**src/rtl/encode_stage_prefix_serializer_if.sv**
```systemverilog
// rtl/encode_stage_prefix_serializer_if.sv - request attribute and prefix byte stream bundle
interface encode_stage_prefix_serializer_if;
   logic       i_req_valid;
   logic       o_req_ready;
   logic       i_lock_bus;
   logic       i_repeat_not_equal;
   logic       i_repeat_equal;
   logic       i_segment_override;
   logic [2:0] i_segment_override_index;
   logic       i_hint_branch_not_taken;
   logic       i_hint_branch_taken;
   logic       i_operand_size;
   logic       i_address_size;
   logic       o_byte_valid;
   logic       i_byte_ready;
   logic [7:0] o_byte;
   logic       o_byte_last;
   logic       o_done;
   logic       o_error;
   logic [2:0] o_byte_count;

   // Producer of requests and consumer of prefix bytes
   modport master (
      output i_req_valid, i_lock_bus, i_repeat_not_equal, i_repeat_equal,
             i_segment_override, i_segment_override_index,
             i_hint_branch_not_taken, i_hint_branch_taken,
             i_operand_size, i_address_size, i_byte_ready,
      input  o_req_ready, o_byte_valid, o_byte, o_byte_last,
             o_done, o_error, o_byte_count
   );

   // The serializer itself
   modport slave (
      input  i_req_valid, i_lock_bus, i_repeat_not_equal, i_repeat_equal,
             i_segment_override, i_segment_override_index,
             i_hint_branch_not_taken, i_hint_branch_taken,
             i_operand_size, i_address_size, i_byte_ready,
      output o_req_ready, o_byte_valid, o_byte, o_byte_last,
             o_done, o_error, o_byte_count
   );
endinterface

```
**src/rtl/encode_stage_prefix_serializer.sv**
```systemverilog
// rtl/encode_stage_prefix_serializer.sv - serializes prefix attributes into IA-32 prefix bytes (optional PREFIX_ENCODER_BRANCH_HINT_EN)
module encode_stage_prefix_serializer (
   input logic i_clk,
   input logic i_rst_n,
   encode_stage_prefix_serializer_if.slave bus
);
   localparam logic [0:0] IDLE = 1'b0;
   localparam logic [0:0] EMIT = 1'b1;

   logic [0:0] state;
   logic [3:0] pending;
   logic [7:0] g1_byte;
   logic [7:0] g2_byte;
   logic [2:0] count;
   logic       done;
   logic       error;

   logic [1:0] g1_cnt;
   logic [7:0] g1_next;
   logic [7:0] seg_byte;
   logic [7:0] g2_next;
   logic       g2_present;
   logic       g2_err;
   logic [3:0] req_mask;
   logic       req_err;
   logic       accept;
   logic       handshake;
   logic       last;
   logic [7:0] cur_byte;

   // Translate the incoming attribute set into a group mask, group bytes and an error flag
   always_comb begin
      g1_cnt  = {1'b0, bus.i_lock_bus} + {1'b0, bus.i_repeat_not_equal} + {1'b0, bus.i_repeat_equal};
      g1_next = bus.i_lock_bus ? 8'hF0 : (bus.i_repeat_not_equal ? 8'hF2 : 8'hF3);
      case (bus.i_segment_override_index)
         3'd0:    seg_byte = 8'h26;
         3'd1:    seg_byte = 8'h2E;
         3'd2:    seg_byte = 8'h36;
         3'd3:    seg_byte = 8'h3E;
         3'd4:    seg_byte = 8'h64;
         3'd5:    seg_byte = 8'h65;
         default: seg_byte = 8'h00;
      endcase
`ifdef PREFIX_ENCODER_BRANCH_HINT_EN
      // Hints share group 2 with segment overrides, so they may not coexist
      g2_present = bus.i_segment_override | bus.i_hint_branch_not_taken | bus.i_hint_branch_taken;
      g2_err     = (bus.i_segment_override && (bus.i_segment_override_index[2:1] == 2'b11))
                 || (bus.i_hint_branch_not_taken && bus.i_hint_branch_taken)
                 || (bus.i_segment_override && (bus.i_hint_branch_not_taken || bus.i_hint_branch_taken));
      g2_next    = bus.i_hint_branch_taken ? 8'h3E :
                   (bus.i_hint_branch_not_taken ? 8'h2E : seg_byte);
`else
      g2_present = bus.i_segment_override;
      g2_err     = bus.i_segment_override && (bus.i_segment_override_index[2:1] == 2'b11);
      g2_next    = seg_byte;
`endif
      req_mask = {bus.i_address_size, bus.i_operand_size, g2_present, (g1_cnt != 2'd0)};
      req_err  = (g1_cnt > 2'd1) || g2_err;
   end

   assign accept    = bus.i_req_valid && (state == IDLE);
   assign handshake = (state == EMIT) && bus.i_byte_ready;
   assign last      = (pending != 4'd0) && ((pending & (pending - 4'd1)) == 4'd0);

   // Present the byte of the lowest-numbered group still pending
   always_comb begin
      cur_byte = 8'h00;
      if (pending[0])      cur_byte = g1_byte;
      else if (pending[1]) cur_byte = g2_byte;
      else if (pending[2]) cur_byte = 8'h66;
      else if (pending[3]) cur_byte = 8'h67;
   end

   // Request acceptance, byte-by-byte emission and completion reporting
   always_ff @(posedge i_clk or negedge i_rst_n) begin
      if (!i_rst_n) begin
         state   <= IDLE;
         pending <= 4'd0;
         g1_byte <= 8'h00;
         g2_byte <= 8'h00;
         count   <= 3'd0;
         done    <= 1'b0;
         error   <= 1'b0;
      end else begin
         done  <= 1'b0;
         error <= 1'b0;
         if (accept) begin
            g1_byte <= g1_next;
            g2_byte <= g2_next;
            count   <= 3'd0;
            if (req_err || (req_mask == 4'd0)) begin
               done  <= 1'b1;
               error <= req_err;
            end else begin
               pending <= req_mask;
               state   <= EMIT;
            end
         end else if (handshake) begin
            pending <= pending & (pending - 4'd1);
            count   <= count + 3'd1;
            if (last) begin
               state <= IDLE;
               done  <= 1'b1;
            end
         end
      end
   end

   assign bus.o_req_ready  = (state == IDLE);
   assign bus.o_byte_valid = (state == EMIT);
   assign bus.o_byte       = cur_byte;
   assign bus.o_byte_last  = (state == EMIT) && last;
   assign bus.o_done       = done;
   assign bus.o_error      = error;
   assign bus.o_byte_count = count;
endmodule
```
**src/flat_wrapper.sv**
```systemverilog
// flat-port wrapper written by rule: the top's interface ports become plain ports
module encode_stage_prefix_serializer_flat 
  (i_clk, i_rst_n, bus_i_req_valid, bus_i_lock_bus, bus_i_repeat_not_equal, bus_i_repeat_equal, bus_i_segment_override, bus_i_segment_override_index, bus_i_hint_branch_not_taken, bus_i_hint_branch_taken, bus_i_operand_size, bus_i_address_size, bus_i_byte_ready, bus_o_req_ready, bus_o_byte_valid, bus_o_byte, bus_o_byte_last, bus_o_done, bus_o_error, bus_o_byte_count);
  encode_stage_prefix_serializer_if bus_i ();
  input logic i_clk;
  input logic i_rst_n;
  input wire logic [$bits(bus_i.i_req_valid)-1:0] bus_i_req_valid;
  input wire logic [$bits(bus_i.i_lock_bus)-1:0] bus_i_lock_bus;
  input wire logic [$bits(bus_i.i_repeat_not_equal)-1:0] bus_i_repeat_not_equal;
  input wire logic [$bits(bus_i.i_repeat_equal)-1:0] bus_i_repeat_equal;
  input wire logic [$bits(bus_i.i_segment_override)-1:0] bus_i_segment_override;
  input wire logic [$bits(bus_i.i_segment_override_index)-1:0] bus_i_segment_override_index;
  input wire logic [$bits(bus_i.i_hint_branch_not_taken)-1:0] bus_i_hint_branch_not_taken;
  input wire logic [$bits(bus_i.i_hint_branch_taken)-1:0] bus_i_hint_branch_taken;
  input wire logic [$bits(bus_i.i_operand_size)-1:0] bus_i_operand_size;
  input wire logic [$bits(bus_i.i_address_size)-1:0] bus_i_address_size;
  input wire logic [$bits(bus_i.i_byte_ready)-1:0] bus_i_byte_ready;
  output wire logic [$bits(bus_i.o_req_ready)-1:0] bus_o_req_ready;
  output wire logic [$bits(bus_i.o_byte_valid)-1:0] bus_o_byte_valid;
  output wire logic [$bits(bus_i.o_byte)-1:0] bus_o_byte;
  output wire logic [$bits(bus_i.o_byte_last)-1:0] bus_o_byte_last;
  output wire logic [$bits(bus_i.o_done)-1:0] bus_o_done;
  output wire logic [$bits(bus_i.o_error)-1:0] bus_o_error;
  output wire logic [$bits(bus_i.o_byte_count)-1:0] bus_o_byte_count;
  assign bus_i.i_req_valid = bus_i_req_valid;
  assign bus_i.i_lock_bus = bus_i_lock_bus;
  assign bus_i.i_repeat_not_equal = bus_i_repeat_not_equal;
  assign bus_i.i_repeat_equal = bus_i_repeat_equal;
  assign bus_i.i_segment_override = bus_i_segment_override;
  assign bus_i.i_segment_override_index = bus_i_segment_override_index;
  assign bus_i.i_hint_branch_not_taken = bus_i_hint_branch_not_taken;
  assign bus_i.i_hint_branch_taken = bus_i_hint_branch_taken;
  assign bus_i.i_operand_size = bus_i_operand_size;
  assign bus_i.i_address_size = bus_i_address_size;
  assign bus_i.i_byte_ready = bus_i_byte_ready;
  assign bus_o_req_ready = bus_i.o_req_ready;
  assign bus_o_byte_valid = bus_i.o_byte_valid;
  assign bus_o_byte = bus_i.o_byte;
  assign bus_o_byte_last = bus_i.o_byte_last;
  assign bus_o_done = bus_i.o_done;
  assign bus_o_error = bus_i.o_error;
  assign bus_o_byte_count = bus_i.o_byte_count;
  encode_stage_prefix_serializer u_core (.i_clk(i_clk), .i_rst_n(i_rst_n), .bus(bus_i));
endmodule
```
**config.mk**
```make
export PLATFORM = sky130hd
export DESIGN_NAME = encode_stage_prefix_serializer_flat
export DESIGN_NICKNAME = d
export VERILOG_FILES = /design/src/rtl/encode_stage_prefix_serializer_if.sv /design/src/rtl/encode_stage_prefix_serializer.sv /design/src/flat_wrapper.sv
export SDC_FILE = /design/constraint.sdc
export NUM_CORES = 1
export LEC_CHECK = 0
export BUFFER_PORTS_ARGS = -buffer_cell sky130_fd_sc_hd__buf_4
export CAP_MARGIN = 15
export CELL_PAD_IN_SITES_DETAIL_PLACEMENT = 2
export CELL_PAD_IN_SITES_GLOBAL_PLACEMENT = 2
export CORE_ASPECT_RATIO = 0.6
export CORE_UTILIZATION = 29
export CTS_CLUSTER_DIAMETER = 50
export CTS_CLUSTER_SIZE = 30
export DETAILED_ROUTE_END_ITERATION = 12
export MAX_ROUTING_LAYER = met4
export PLACE_DENSITY_LB_ADDON = 0.1
export SLEW_MARGIN = 10
export SYNTH_ARGS = -nofsm -noshare
export SYNTH_HDL_FRONTEND = slang
export SYNTH_SLANG_ARGS = --single-unit
```
**constraint.sdc**
```tcl
create_clock -name i_clk -period 1.56 [get_ports i_clk]
set_input_delay 0.312 -clock i_clk [delete_from_list [all_inputs] [get_ports i_clk]]
set_output_delay 0.312 -clock i_clk [all_outputs]
set_load 0.02 [all_outputs]
```
==> results.txt <==
----------------------------------------------------
[Status]
  Run status ... finished with violations
  Violations in the final reports ... negative setup slack

[Clocking]
  Maximum buffer depth of the clock tree ... 2
  Sinks on the clock net ... 19
  Clock tree root driver cell ... sky130_fd_sc_hd__clkbuf_8
  CTS tree ... yes
  Clock slew seen by the registers of the worst setup and hold paths ... 0.07 ns
  Num CTS Buffers ... 3
  Clock latency at the later pin of the worst-skew pair ... 0.26 ns
  Number of H-tree levels ... 1

[Detailed routing]
  WL met1 ... 1530 um
  Detailed-route DRC error count ... 0
  Mean routed wirelength per cell ... 16.5 um
  Top routing layer used ... met4
  WL final ... 3210 um
  Drt pass-1 iters ... 4
  Post-route ant nets ... 0
  Total length of routed met3 wires ... 119 um
  Per-cell via count in the routed design ... 4.88
  Vias ... 952
  Met2 wire length ... 1530 um
  DR iter-0 viols ... 35

[Setup path]
  Worst-path cell with the longest stage delay ... sky130_fd_sc_hd__dfrtp_1
  Highest fanout seen on the critical path ... 6
  Critical path data required time ... 1.25 ns
  Kind of start point of the critical path ... flop
  Signal arrival time at the worst endpoint ... 1.47 ns
  Buf+Inv Stages, Crit Path ... 2
  Crit path max-delay family ... simple AND/OR/NAND/NOR gates
  Cell breakdown of the critical path ... buf_6, nor4b_4, a211oi_2, nor2_1, buf_4
  Type of the worst setup path ... reg -> out
  Capturing element type of the critical path ... output port
  Largest stage delay on the critical path ... 0.41 ns

[STA]
  Worst Clk Skew ... 0.00351 ns
  Period utilisation layout ... 114%
  Minimum clock period after layout ... 1.78 ns
  Worst max-slew margin expressed relative to the limit ... 71.3%
  Setup Total Neg Slack ... -0.982 ns
  Worst Setup Slack, final ... -0.223 ns
  Final count of pins violating max slew ... 0
  Actual transition at the worst max-transition pin ... 0.429 ns
  Final setup violating endpoints ... 8
  Achievable frequency ... 561 MHz
  RSZ-0062 raised after global routing ... yes
  Count of final hold-check violations ... 0

[Finish]
  Area occupied by registers ... 478 um^2
  Final net count ... 168
  Layout fillers ... 366
  Multi-input gate area in the final layout ... 562 um^2
  Synthesis-to-finish area growth ... 48.2%
  Diode insertion count for antenna repair ... 0
  Layout cell share with drive strength beyond 1 ... 42.7%
  Final cell area excluding filler cells ... 0.00153 mm^2
  Final core occ ... 45.9%

[Min path]
  Min-Delay Path Class ... in -> reg

[Floorplanning]
  Effective utilization at floorplan ... 31.0%
  Num ports ... 31
  Width of the die ... 78.9 um
  Core outline area ... 0.00332 mm^2
  Height of the die ... 48.2 um
  Std-Cell Rows ... 16
  Full die area ... 0.00380 mm^2

[Synth]
  Count of different cell masters after synthesis ... 34
  Area fraction of the dominant cell type after synthesis ... 46.2%
  Average footprint of a synthesized cell ... 9.62 um^2
  Top cells by area, synth ... sky130_fd_sc_hd__dfrtp_1, sky130_fd_sc_hd__nand2_1, sky130_fd_sc_hd__a22o_1, sky130_fd_sc_hd__nor2b_1, sky130_fd_sc_hd__o21ai_0
  Cell taking the most area after synthesis ... sky130_fd_sc_hd__dfrtp_1
  Post-synth net total ... 124
  Number of instances in the synthesized netlist ... 107
  Synthesized flop and latch total ... 19
  Part of the Yosys area used for sequential elements ... 46.2%
  Summed instance area of the synthesized netlist ... 0.00103 mm^2
  Count of warnings emitted by yosys ... 0

[Power]
  Peak VDD IR ... 799 uV
  Pwr dens ... 2150 mW/mm^2
  Reported leakage power ... 0.731 nW

[Place]
  Placer congestion estimate ... 0.732
  Cell area after placement ... 0.00136 mm^2
  Post-DP HPWL ... 2530 um
  Count of input and output buffers ... 28

[Job]
  Max-cap viol count ... 0

[Global routing]
  Gr ovfl total ... 0
  Number of global-route vias before repair ... 963
  Gr usage total ... 19.5%
  Wire length of the first global-routing pass ... 4970 um
  Initial antenna violation count ... 0
  Pin count of the biggest net entering global routing ... 20

----------------------------------------------------
-- per-stage QoR --
stage / setup slack (ns) / hold WS, ns / total power [mW] / instances
6_report: -0.223 / 0.234 / 3.29 / 195
5_1_grt: -0.292 / 0.224 / 3.51 / 195
4_1_cts: -0.215 / 0.231 / 3.30 / 197
3_5_place_dp: -0.237 / 0.206 / 2.67 / 187
3_3_place_gp: -0.181 / 0.207 / 2.56 / 187
2_1_floorplan: 0.000569 / 0.0164 / 1.82 / 107
-- worst register-to-register path: cells and delay by family (launching register included) --
family | cells | cell delay [ns]
and+or+nand+nor | 1 | 0.26
AOI/OAI and AO/OA | 2 | 0.36
DFF | 1 | 0.49
buffers and inverters | 2 | 0.30
-- what timing repair did --
item | CTS | global route
buffers inserted | 5 | 0
setup endpoints to repair | 7 | 11
hold buffers | 1 | 0
pin swaps | 6 | 11
gates resized for setup | 15 | 7
endpoints found under the hold margin | 19 | 0
-- cells in the mapped netlist --
cell type / count
sky130_fd_sc_hd__inv_1: 6
sky130_fd_sc_hd__o21ai_0: 6
sky130_fd_sc_hd__xor2_1: 2
sky130_fd_sc_hd__fa_1: 1
sky130_fd_sc_hd__buf_6: 1
sky130_fd_sc_hd__and3b_1: 1
sky130_fd_sc_hd__a22o_1: 4
sky130_fd_sc_hd__ha_1: 1
sky130_fd_sc_hd__nand2b_1: 2
sky130_fd_sc_hd__buf_2: 5
sky130_fd_sc_hd__nor3_1: 4
sky130_fd_sc_hd__nor3_4: 1
sky130_fd_sc_hd__o31ai_1: 3
sky130_fd_sc_hd__and3_4: 1
sky130_fd_sc_hd__a31o_1: 1
sky130_fd_sc_hd__nand3b_1: 3
sky130_fd_sc_hd__a211oi_2: 1
sky130_fd_sc_hd__o21ai_1: 1
sky130_fd_sc_hd__and2_1: 1
sky130_fd_sc_hd__or2_2: 1
sky130_fd_sc_hd__dfrtp_1: 19
sky130_fd_sc_hd__a21boi_0: 1
sky130_fd_sc_hd__nor2_1: 6
sky130_fd_sc_hd__nor2b_1: 5
sky130_fd_sc_hd__nand2_1: 16
sky130_fd_sc_hd__nor3b_1: 2
sky130_fd_sc_hd__nor4_1: 1
sky130_fd_sc_hd__nor4b_1: 2
sky130_fd_sc_hd__a31oi_1: 1
sky130_fd_sc_hd__a21o_1: 1
sky130_fd_sc_hd__a21oi_1: 1
sky130_fd_sc_hd__a211oi_4: 1
sky130_fd_sc_hd__nand3_1: 2
sky130_fd_sc_hd__o22ai_1: 3
-- sequential cells by signal, indices dropped and copies added, names as in the netlist --
signal                   flops
u_core.g1_byte               3
u_core.g2_byte               6
u_core.bus.o_byte_count      3
u_core.bus.o_byte_valid      1
u_core.pending               4
u_core.bus.o_done            1
u_core.bus.o_error           1
-- layout by cell type, fill, tap and decap left out, types with 2 or more instances in the layout --
| master | count |
|---|---|
| sky130_fd_sc_hd__a22o_1 | 4 |
| sky130_fd_sc_hd__buf_4 | 38 |
| sky130_fd_sc_hd__buf_6 | 6 |
| sky130_fd_sc_hd__clkbuf_8 | 3 |
| sky130_fd_sc_hd__dfrtp_1 | 17 |
| sky130_fd_sc_hd__dfrtp_2 | 2 |
| sky130_fd_sc_hd__inv_1 | 6 |
| sky130_fd_sc_hd__nand2_1 | 15 |
| sky130_fd_sc_hd__nand2b_1 | 2 |
| sky130_fd_sc_hd__nand3_1 | 2 |
| sky130_fd_sc_hd__nand3b_1 | 3 |
| sky130_fd_sc_hd__nor2_1 | 6 |
| sky130_fd_sc_hd__nor2b_1 | 3 |
| sky130_fd_sc_hd__nor3_1 | 2 |
| sky130_fd_sc_hd__nor3_2 | 2 |
| sky130_fd_sc_hd__nor4b_4 | 2 |
| sky130_fd_sc_hd__o21ai_0 | 4 |
| sky130_fd_sc_hd__o21ai_1 | 2 |
| sky130_fd_sc_hd__o22ai_1 | 3 |
| sky130_fd_sc_hd__o31ai_1 | 2 |
| sky130_fd_sc_hd__xor2_1 | 2 |
-- path summary, 6_finish.rpt --
path                                              end              startpoint  cells after the start  slack, ns
min in group asynchronous  u_core.bus.o_byte_count[0]                 i_rst_n                      2       0.47
min                                 u_core.g1_byte[0]  bus_i_repeat_not_equal                      2       0.23
max                                   bus_o_byte_last       u_core.pending[2]                      5      -0.22
max reg2reg                         u_core.pending[3]       u_core.pending[1]                      5       0.04
min reg2reg                         u_core.g1_byte[6]       u_core.g1_byte[6]                      1       0.47
max in group asynchronous           u_core.pending[1]                 i_rst_n                      2       0.86
-- final cells by class --
type | instances | area share (%)
clock buffers | 4 | 2.95
repair buffers | 45 | 23.8
well taps | 45 | 3.69
inverters | 6 | 1.48
flip-flops and latches | 19 | 31.3
multi-input cells | 76 | 36.8
-- power breakdown --
part	leakage (nW)	total [mW]	switching (mW)	internal, mW
sequential	0.236	0.893	0.212	0.682
clock	0.0228	0.341	0.159	0.182
combinational	0.472	2.05	1.05	1.00
total	0.731	3.29	1.42	1.87
-- routing by layer --
layer,vias up,GRT usage (%)
met3,4,4.11
met5,-,-
met4,0,5.45
met1,471,24.6
met2,20,32.9
li1,457,-
-- logic make-up after synthesis --
| kind of cell | Yosys count | share of synthesized area, % |
|---|---|---|
| AO/OA/AOI/OAI | 24 | 17.4 |
| XOR/XNOR | 2 | 1.70 |
| adder cells (fa/ha/maj) | 2 | 3.16 |
| buffers and inverters | 12 | 5.71 |
| flip-flops | 19 | 46.2 |
| AND/OR/NAND/NOR | 48 | 25.9 |
No activity file was read; power rests on OpenSTA's default activity.
